File: config.mk
export PLATFORM = sky130hd
export DESIGN_NAME = fetch_ctrl
export DESIGN_NICKNAME = d
export VERILOG_FILES = /design/src/rtl/fetch_ctrl_pkg.sv /design/src/rtl/redir_prio_enc.sv /design/src/rtl/fetch_ctrl.sv
export SDC_FILE = /design/constraint.sdc
export NUM_CORES = 1
export LEC_CHECK = 0
export CELL_PAD_IN_SITES_DETAIL_PLACEMENT = 2
export CELL_PAD_IN_SITES_GLOBAL_PLACEMENT = 2
export CORE_ASPECT_RATIO = 1.75
export CORE_MARGIN = 10
export CORE_UTILIZATION = 25
export DETAILED_ROUTE_END_ITERATION = 8
export GPL_ROUTABILITY_DRIVEN = 0
export GPL_TIMING_DRIVEN = 0
export PLACE_DENSITY_LB_ADDON = 0.1
export SYNTH_ARGS = -nofsm -noshare
export SYNTH_HDL_FRONTEND = slang
export SYNTH_SLANG_ARGS = --single-unit
File: constraint.sdc
create_clock -name clk -period 2.2 [get_ports clk]
set_input_delay 0.44 -clock clk [delete_from_list [all_inputs] [get_ports clk]]
set_output_delay 0.44 -clock clk [all_outputs]
set_load 0.05 [all_outputs]
File: src/rtl/fetch_ctrl_pkg.sv
// fetch_ctrl_pkg: shared encodings for the fetch-stage controller.
//   - PC mux select codes (8:1 PC mux)
//   - controller state encodings
//   - pipeline-register flush bit indices
package fetch_ctrl_pkg;

   // PC mux select encodings
   localparam logic [2:0] PCSEL_ZERO     = 3'd0;
   localparam logic [2:0] PCSEL_PIPE3RF  = 3'd1;
   localparam logic [2:0] PCSEL_INC      = 3'd2;
   localparam logic [2:0] PCSEL_DECODE   = 3'd3;
   localparam logic [2:0] PCSEL_PIPE3INC = 3'd4;
   localparam logic [2:0] PCSEL_PIPE2    = 3'd5;
   localparam logic [2:0] PCSEL_PIPE4    = 3'd6;
   localparam logic [2:0] PCSEL_PIPE5    = 3'd7;

   // Controller states
   typedef enum logic [1:0] {
      ST_BOOT  = 2'd0,
      ST_RUN   = 2'd1,
      ST_MULTI = 2'd2
   } state_t;

   // Pipeline-register flush bit indices
   localparam int FL_IFID  = 0;
   localparam int FL_IDRR  = 1;
   localparam int FL_RREX  = 2;
   localparam int FL_EXMEM = 3;
   localparam int FL_MEMWB = 4;

endpackage

File: src/rtl/redir_prio_enc.sv
// redir_prio_enc: combinational priority encoder for PC-redirect requests.
// The oldest stage wins: pipe5 > pipe4 > pipe3RF > pipe3Inc > pipe2 > decode.
// Ports:
//   reqDecode..reqPipe5  in   redirect requests
//   valid                out  any request present
//   sel                  out  PC mux select for the winner
//   stage                out  winning stage (decode=1 ... pipe5=5), 0 if none
module redir_prio_enc
   import fetch_ctrl_pkg::*;
(
   input  logic       reqDecode,
   input  logic       reqPipe2,
   input  logic       reqPipe3RF,
   input  logic       reqPipe3Inc,
   input  logic       reqPipe4,
   input  logic       reqPipe5,
   output logic       valid,
   output logic [2:0] sel,
   output logic [2:0] stage
);

   always_comb begin
      valid = 1'b1;
      sel   = PCSEL_INC;
      stage = 3'd0;
      if (reqPipe5) begin
         sel = PCSEL_PIPE5;    stage = 3'd5;
      end else if (reqPipe4) begin
         sel = PCSEL_PIPE4;    stage = 3'd4;
      end else if (reqPipe3RF) begin
         sel = PCSEL_PIPE3RF;  stage = 3'd3;
      end else if (reqPipe3Inc) begin
         sel = PCSEL_PIPE3INC; stage = 3'd3;
      end else if (reqPipe2) begin
         sel = PCSEL_PIPE2;    stage = 3'd2;
      end else if (reqDecode) begin
         sel = PCSEL_DECODE;   stage = 3'd1;
      end else begin
         valid = 1'b0;
      end
   end

endmodule

File: src/rtl/fetch_ctrl.sv
// fetch_ctrl: fetch-stage controller. Drives the PC mux select and PC write
// enable, arbitrates redirects, sequences boot / hazard stalls / multi-cycle
// holds and produces per-pipeline-register flush and IF/ID hold.
// Ports:
//   clk, reset (async, active-low)
//   redirDecode, redirPipe2, redirPipe3RF, redirPipe3Inc, redirPipe4,
//   redirPipe5                 redirect requests
//   hazardStall                load-use stall
//   multiReq, multiCount       multi-cycle instruction start / hold length
//   PCWrite, pcSelect          PC register enable and PC mux select
//   flush                      pipeline register clears (bit i = register i)
//   holdIF                     IF/ID hold
//   busy                       high in BOOT or MULTI
module fetch_ctrl
   import fetch_ctrl_pkg::*;
#(
   parameter int SEL_W = 3,
   parameter int CNT_W = 4,
   parameter int NSTG  = 5
) (
   input  logic             clk,
   input  logic             reset,
   input  logic             redirDecode,
   input  logic             redirPipe2,
   input  logic             redirPipe3RF,
   input  logic             redirPipe3Inc,
   input  logic             redirPipe4,
   input  logic             redirPipe5,
   input  logic             hazardStall,
   input  logic             multiReq,
   input  logic [CNT_W-1:0] multiCount,
   output logic             PCWrite,
   output logic [SEL_W-1:0] pcSelect,
   output logic [NSTG-1:0]  flush,
   output logic             holdIF,
   output logic             busy
);

   state_t           state, nextState;
   logic [CNT_W-1:0] cnt, nextCnt;

   logic             encValid;
   logic [2:0]       encSel;
   logic [2:0]       encStage;
   logic [NSTG-1:0]  redirFlush;

   // Decode's redirect is only honoured in RUN; in MULTI the instruction
   // being held is the one decode is looking at.
   redir_prio_enc uPrio (
      .reqDecode   (redirDecode && (state == ST_RUN)),
      .reqPipe2    (redirPipe2),
      .reqPipe3RF  (redirPipe3RF),
      .reqPipe3Inc (redirPipe3Inc),
      .reqPipe4    (redirPipe4),
      .reqPipe5    (redirPipe5),
      .valid       (encValid),
      .sel         (encSel),
      .stage       (encStage)
   );

   // A redirect from stage s squashes every register younger than s.
   always_comb begin
      redirFlush = '0;
      for (int i = 0; i < NSTG; i++)
         redirFlush[i] = (i < int'(encStage));
   end

   always_ff @(posedge clk or negedge reset) begin
      if (!reset) begin
         state <= ST_BOOT;
         cnt   <= '0;
      end else begin
         state <= nextState;
         cnt   <= nextCnt;
      end
   end

   always_comb begin
      nextState = state;
      nextCnt   = cnt;
      PCWrite   = 1'b0;
      pcSelect  = SEL_W'(PCSEL_INC);
      flush     = '0;
      holdIF    = 1'b0;
      busy      = 1'b0;

      if (!reset) begin
         // Outputs follow reset directly so they drop without a clock edge.
         nextState = ST_BOOT;
         nextCnt   = '0;
         pcSelect  = SEL_W'(PCSEL_ZERO);
         flush     = '1;
         busy      = 1'b1;
      end else begin
         unique case (state)
            ST_BOOT: begin
               PCWrite   = 1'b1;
               pcSelect  = SEL_W'(PCSEL_ZERO);
               flush     = '1;
               busy      = 1'b1;
               nextState = ST_RUN;
               nextCnt   = '0;
            end
            ST_RUN: begin
               if (encValid) begin
                  PCWrite  = 1'b1;
                  pcSelect = SEL_W'(encSel);
                  flush    = redirFlush;
                  nextCnt  = '0;
               end else if (hazardStall) begin
                  holdIF         = 1'b1;
                  flush[FL_RREX] = 1'b1;
               end else if (multiReq && (multiCount != '0)) begin
                  // First hold cycle is spent in RUN; the rest in MULTI.
                  holdIF    = 1'b1;
                  nextCnt   = multiCount - CNT_W'(1);
                  nextState = (multiCount == CNT_W'(1)) ? ST_RUN : ST_MULTI;
               end else begin
                  PCWrite = 1'b1;
               end
            end
            ST_MULTI: begin
               busy = 1'b1;
               if (encValid) begin
                  PCWrite   = 1'b1;
                  pcSelect  = SEL_W'(encSel);
                  flush     = redirFlush;
                  nextCnt   = '0;
                  nextState = ST_RUN;
               end else begin
                  holdIF = 1'b1;
                  if (cnt <= CNT_W'(1)) begin
                     nextCnt   = '0;
                     nextState = ST_RUN;
                  end else begin
                     nextCnt = cnt - CNT_W'(1);
                  end
               end
            end
            default: begin
               nextState = ST_BOOT;
               nextCnt   = '0;
            end
         endcase
      end
   end

endmodule

==> qor.csv <==
metric,value,unit
p_per_area,546.6,nW/um2
total_number_of_vias,948,
placed_area,1162,um2
antenna_cells_inserted,0,
global_route.overflow_total,0,
crit_fanout,3,
post-route-cell-area,1489,um2
r2r_start,state[0],
post_synth_num_cell_types,37,
post-route-worst-setup-slack,-34.28,ps
detail_route.iter0.violations,12,
area_growth_from_synthesis_to_final_layout,91.01,%
critical_path_endpoint_category,output pin,
clk_latency,220,ps
layout_worst_path_cycle_share,101.6,%
initial_core_util,26.33,%
floorplan.rows,26,
detailed_place_hpwl,2578,um
die_x,62.21,um
tritonroute_pass_1_iters,2,
worst_slew_pin_slew,512.1,ps
netlist_instances,101,
design.core.area,2960,um2
final.setup.tns,-34.28,ps
io_pins,25,
grt_start_max_net_pins,14,
violations_in_the_final_reports,negative setup slack,
h_tree_levels,1,
clock_tree.root_cell,clkbuf_8,
worst_path_max_delay_cell,or3b_4,
critical_path_startpoint_category,input port,
layout.cells.most_common_list,"buf_4 (20), nand2_1 (9), inv_1 (6), nor2_1 (6)",
grt_first_pass_wirelength,5878,um
run_status,"complete, but fails checks",
final_antenna_net_count,0,
post_cts_hold_buffer_count,0,
max_stage_delay,370,ps
maxSlewHeadroom,65.80,%
synth_seq_cells,6,
floorplan.die_area,5840,um2
clock_tree.buffer_depth,2,
cts_inserted_buffers,3,
maxCapViolCount,0,
fmax,447.6,MHz
timing.final.setup_violations,1,
i_o_buffers,24,
setup.worst_path.class,input port to output pin,
cp_top_family,simple AND/OR/NAND/NOR gates,
synth-edff-count,0,
drc_markers,0,
tritoncts,done,
synthArstFlopShare,100.0,%
postSynth.topFlopCell,dfrtp_1,
postRouteWirelength,3689,um
first_global_vias,1123,
mostFrequentLayoutCell,buf_4,
initial_antenna_violation_count,0,
final-max-slew-violation-count,0,
globalRouteTotalUtil,12.36,%
post_route_cells_drive_above_1_share,53.06,%
syn-mean-instance-area,7.718,um2
filler_cell_count,325,
worst_setup_path_startpoint,multiCount[0],
nets,171,
leakagePower,0.6285,nW
cell_breakdown_of_the_critical_path,buf_8 > inv_6 > ha_4 > or3b_4 > a21o_1 > nor4b_4 > nor3_4 > buf_6,
synth.net_count,123,
arrival_time_reported_for_the_critical_path_endpoint,1790,ps
hold_viol_final,0,
dieHeight,93.87,um
post_synth_instance_area,779.5,um2
tritoncts_num_sinks,6,
fin_crit,2234,ps
grt_setup_unrepaired,yes,
synth.yosys.seq_area_share,19.26,%
synth.yosys.warnings,0,
clock_skew,2.414,ps
vias_per_cell,5.016,
hp-class,input port to asynchronous set/reset pin,
clk_pin_slew_worst_paths,40,ps
wl_per_cell,19.52,um
vdd.ir_drop.worst,405.9,uV
critical_path_required,1760,ps
crit_buf_inv,3,
post-place-ws,-1132,ps
==> stage by stage <==
step                      instances  hold WS, ps  util [%]  power (mW)
after CTS                       185        216.3     48.35      0.7648
after global routing            189        232.2     50.30      0.8633
after floorplan                 101        144.4         -      0.3879
after global placement          167        517.5     39.26      0.5130
after detailed placement        167        535.0     39.26      0.5219
final                           189        228.8     50.30      0.8139
==> sequential cells by signal, summed over array words and instances (netlist names) <==
register  count
state         2
cnt           4
==> cell usage after synthesis, types with 2 or more instances <==
cell type	count	area [um2]
o21ai_2	3	26.28
xor2_1	2	17.52
a22oi_1	2	15.01
nand2_1	10	37.54
nor3_1	2	10.01
nor4b_1	2	17.52
a21o_1	4	30.03
o31ai_1	2	15.01
inv_1	10	37.54
ha_1	8	100.1
nor2_1	9	33.78
a21oi_1	6	30.03
a211oi_1	4	30.03
o21ai_0	4	20.02
o21bai_1	4	30.03
nor4_1	2	12.51
dfrtp_1	6	150.1
clkbuf_1	2	7.510
==> cell families after synthesis <==
kind of cell    synth area share, %
fa+ha+maj                     12.84
buf+inv                       5.779
simple gates                  30.34
compound gates                29.53
flops                         19.26
xor+xnor                      2.248
==> cell type report <==
| cell class | count | area, um2 | area share [%] |
|---|---|---|---|
| Tap cell | 42 | 52.55 | 3.529 |
| Clock buffer | 3 | 41.29 | 2.773 |
| Buffer | 2 | 28.78 | 1.933 |
| Multi-Input combinational cell | 83 | 783.3 | 52.60 |
| Inverter | 10 | 47.55 | 3.193 |
| Sequential cell | 6 | 151.4 | 10.17 |
| Timing Repair Buffer | 43 | 384.1 | 25.80 |
==> report_power, final <==
part / internal (mW) / leakage, nW / switching [mW]
Combinational: 0.229 / 0.526 / 0.298
Clock: 0.117 / 0.0216 / 0.0412
Sequential: 0.117 / 0.0813 / 0.0108
Total: 0.463 / 0.629 / 0.350
==> final timing paths <==
check | end | slack (ps) | cells after the start
worst min register to register | cnt[1] | 530 | 2
worst max-delay path | PCWrite | -30 | 8
worst max register to register | cnt[3] | 190 | 8
max in group asynchronous | state[0] | 1680 | 1
worst min-delay path | cnt[0] | 230 | 1
min in group clk | cnt[1] | 530 | 2
==> repair_timing <==
item	4_1_cts	5_1_grt
setup endpoints to repair	15	10
setup buffers	15	4
hold endpoints to repair	0	0
pin swaps	12	8
resized for setup	107	18
==> routing by layer <==
layer  routed length [um]  GRT usage, %
met1                 1140         10.16
met5                    0             0
met2                 2424         27.75
met4                   29         3.448
met3                   94         2.031
==> worst reg2reg max path: stages (launching register included) <==
cell and delay [ps]:
dfrtp_2 450, ha_4 190, buf_4 140, nand2_1 80, or3b_4 410, buf_4 150, buf_4 130, or2_4 260
o21ai_2 130
No activity file was read; power rests on OpenSTA's default activity.
==> edit 1 (same flow settings) <==
Reset style: synchronous (`reset`), changed in one clocked block. Comments in the files are not updated.
--- a/src/rtl/fetch_ctrl.sv
+++ b/src/rtl/fetch_ctrl.sv
@@ -65,7 +65,7 @@
          redirFlush[i] = (i < int'(encStage));
    end
 
-   always_ff @(posedge clk or negedge reset) begin
+   always_ff @(posedge clk) begin
       if (!reset) begin
          state <= ST_BOOT;
          cnt   <= '0;
Function: no difference found for any inputs over 10 cycles, from zero or initial values and one cycle with reset low; that may be too few to reach the edited logic, so the function may still have changed.
==> edit 1 against the unedited design <==
The flow still finishes with violations (setup timing). Wire length shrank 16%. Register-to-register slack improved by 100 ps. Clock skew about the same. Global-route usage fell by 1.1 points. Final cell count is 10% lower. Sequential cell count stayed put. Fmax decreased by 4.4%. Total power rose by 48%. Synthesized area is 2.4% lower. Setup slack lost 100 ps. Cell area down 16%. First-iteration DRC count down 42%. Clock power increased by 3%. Hold slack improved by 270 ps. Highest routed layer unchanged.
==> edit 1: results <==
pwr:
  p_leak_uw: 0.000538
  power_frac_clock: 0.135
  p_int_uw: 578
sta:
  finalClockSkew_ps: 2.46
  post-route-worst-setup-slack_ps: -137
  final-setup-viol-count: 1
logic_synthesis:
  synth-xor-area-share: 0.0230
  synth_compound_area_frac: 0.293
  synthAdderAreaFrac: 0.148
  synthDistinctLibCells: 36
  async_flop_share: 0
  ys_seq_area_frac: 0.158
  muxShareOfSynthArea: 0.0263
  synth_common_cells: "a21oi_1 (12), nor2_1 (10), ha_1 (9)"
worst_setup_path:
  r2r_slack_ps: 290
  critPathMaxFanout: 2
  arrival_ps: 1900
  reg2reg_to: "cnt[0]$_SDFFE_PN0P_"
  worstRegToRegCells: 6
placed_design:
  placed_area_um2: 1040
run_status:
  violations: "setup timing"
  status: "complete, but fails checks"
cells_and_area:
  clock_area_frac: 0.0330
  multi_input_area_share: 0.541
  multi_input_gates: 88
  drive_gt1_frac: 0.401
min_path:
  hp-class: "reg2reg"
grt:
  track_usage: 0.113
  grt_max_degree: 11
route:
  routed_via_density: 5.51
  drt_iter0_markers: 7
  wire_per_inst_um: 18.3
clock_network:
  postCtsSetupRepairBufs: 10
  ctsResizeCount: 114
==> edit 1: stage by stage <==
stage | std cells | TNS [ps] | power [µW] | hold WS [ps]
after global placement | 156 | -7790 | 932 | 490
after detailed placement | 156 | -8740 | 961 | 492
after floorplan | 104 | -80.3 | 694 | 464
after CTS | 169 | -201 | 1180 | 503
final | 170 | -137 | 1210 | 502
after global routing | 170 | -386 | 1290 | 542
==> edit 1: per-layer routing <==
metal,routed length [µm],vias to the layer above,track usage
li1,-,457,-
met1,1050,459,0.0991
met2,1900,19,0.229
met3,152,2,0.0217
met4,17,0,0.0393
met5,0,-,0
==> edit 1: worst max-delay path by stage <==
stage	start	to	slack [ps]	cells after the start
after floorplan	state[1]$_SDFFE_PN0P_	flush[2]	-80	7
after global routing	multiCount[1]	PCWrite	-230	9
after CTS	multiCount[0]	PCWrite	-170	9
after detailed placement	multiCount[0]	PCWrite	-1240	9
after global placement	multiCount[0]	PCWrite	-1220	9
final	multiCount[1]	PCWrite	-140	9
==> edit 2 (same settings) <==
Without the edit above. The parameter `CNT_W` goes from 4 to 3.
--- a/src/rtl/fetch_ctrl.sv
+++ b/src/rtl/fetch_ctrl.sv
@@ -15,7 +15,7 @@
    import fetch_ctrl_pkg::*;
 #(
    parameter int SEL_W = 3,
-   parameter int CNT_W = 4,
+   parameter int CNT_W = 3,
    parameter int NSTG  = 5
 ) (
    input  logic             clk,
Ports: changed (resized multiCount); port bits go from 25 to 24. The function was not compared with the original's and may differ.
==> edit 2 against the unedited design <==
The flow still finishes with violations (setup timing). Setup slack worse by 7.6 ps. Critical endpoint is now flush[2]. Sequential power down 16%. Wire length down 10%. Die area down 2.2%. Global-route usage down 0.61 points. Cell area down 13%. Count of clock-buffer cells in the layout up 1. Synthesized area down 3.0%. Fmax down 0.34%. Sequential cell count down 1. Critical path depth down 2. Clock skew about the same. Total power down 5.9%.
==> edit 2: results <==
cells_and_area:
  drive_gt1_frac: 0.518
  reg_top3: "cnt x3, state x2"
  finalNonFillerCells: 169
run_status:
  status: "complete, but fails checks"
  violations: "setup timing"
grt:
  use_met2: 0.219
  antenna_found_initial: 0
  first_global_vias: 1107
  use_met3: 0.0219
  grt_max_degree: 13
pwr:
  p_leak_uw: 0.000578
  switching_share: 0.455
  ir_worst_vdd_mv: 0.403
  p_total_uw: 766
  pwr-share-comb: 0.636
  seq_cell_power_uw: 107
logic_synthesis:
  synth_area_leaders: "dfrtp_1 (17%), ha_1 (17%), a21oi_1 (8.6%), inv_1 (5.0%), o21ai_0 (4.0%)"
  ys_seq_area_frac: 0.166
  synthDistinctLibCells: 41
  avgSynthCellArea_um2: 7.87
placed_design:
  io_buffer_count: 23
  pre_cts_slack_ps: -1170
  place_hpwl_mm: 2.27
  placed_area_um2: 1040
worst_setup_path:
  worstRegToRegCells: 7
  crit_family: "buffers and inverters"
  cp_slowest_cell: "dlygate4sd2_1"
  reg2reg_to: "state[1]$_DFFE_PN0P_"
  r2r_slack_ps: 220
sta:
  final-setup-viol-count: 1
  slew-limit-headroom: 0.565
  setup_tns_ps: -41.9
  hold_slack_ps: 181
  post-route-worst-setup-slack_ps: -41.9
route:
  vias: 938
  wl_met1_mm: 1.15
  wl_met2_mm: 1.94
  drt_iter0_markers: 7
  routed-wl-met3_um: 112
==> edit 2: cell count changes after synthesis, sizes merged, moves of 3 or more <==
| cell | unedited run | this run |
|---|---|---|
| nor2 | 10 | 2 |
| a211oi | 4 | 1 |
| a21o | 5 | 2 |
| a21oi | 6 | 13 |
| o22ai | 0 | 3 |
| nand2 | 11 | 5 |
==> edit 2: cell families (layout without fill, tap and decap cells) <==
logic type | after synthesis | after routing | synth area share
XOR/XNOR | 1 | 1 | 0.0116
buffers and inverters | 14 | 59 | 0.0795
adder cells (fa/ha/maj) | 10 | 10 | 0.166
AND/OR/NAND/NOR | 27 | 27 | 0.233
AO/OA/AOI/OAI | 38 | 38 | 0.329
multiplexers | 1 | 1 | 0.0149
flip-flops | 5 | 5 | 0.166
==> edit 2: worst max path at each step <==
stage | startpoint | end | slack [ps] | cells past startpoint
after floorplan | state[1]$_DFFE_PN0P_ | pcSelect[0] | -190 | 7
after CTS | state[0]$_DFFE_PN0P_ | flush[2] | -60 | 7
after global routing | redirDecode | flush[2] | -100 | 6
final | redirDecode | flush[2] | -40 | 6
after global placement | redirPipe3RF | PCWrite | -1150 | 7
after detailed placement | redirPipe3RF | PCWrite | -1170 | 7
==> edit 2: cell type report <==
| class | instances | area (µm²) |
|---|---|---|
| plain buffers | 1 | 5.00 |
| fillers | 335 | 1630 |
| inverters | 11 | 43.8 |
| flip-flops and latches | 5 | 126 |
| clock buffers | 4 | 45.0 |
| well taps | 28 | 35.0 |
| multi-input cells | 77 | 679 |
| repair buffers | 43 | 365 |
==> edit 2: timing repair <==
item,4_1_cts,5_1_grt
pin swaps,9,10
buffers inserted,18,2
setup endpoints to repair,11,12
gates resized for setup,104,24
gates cloned,0,0
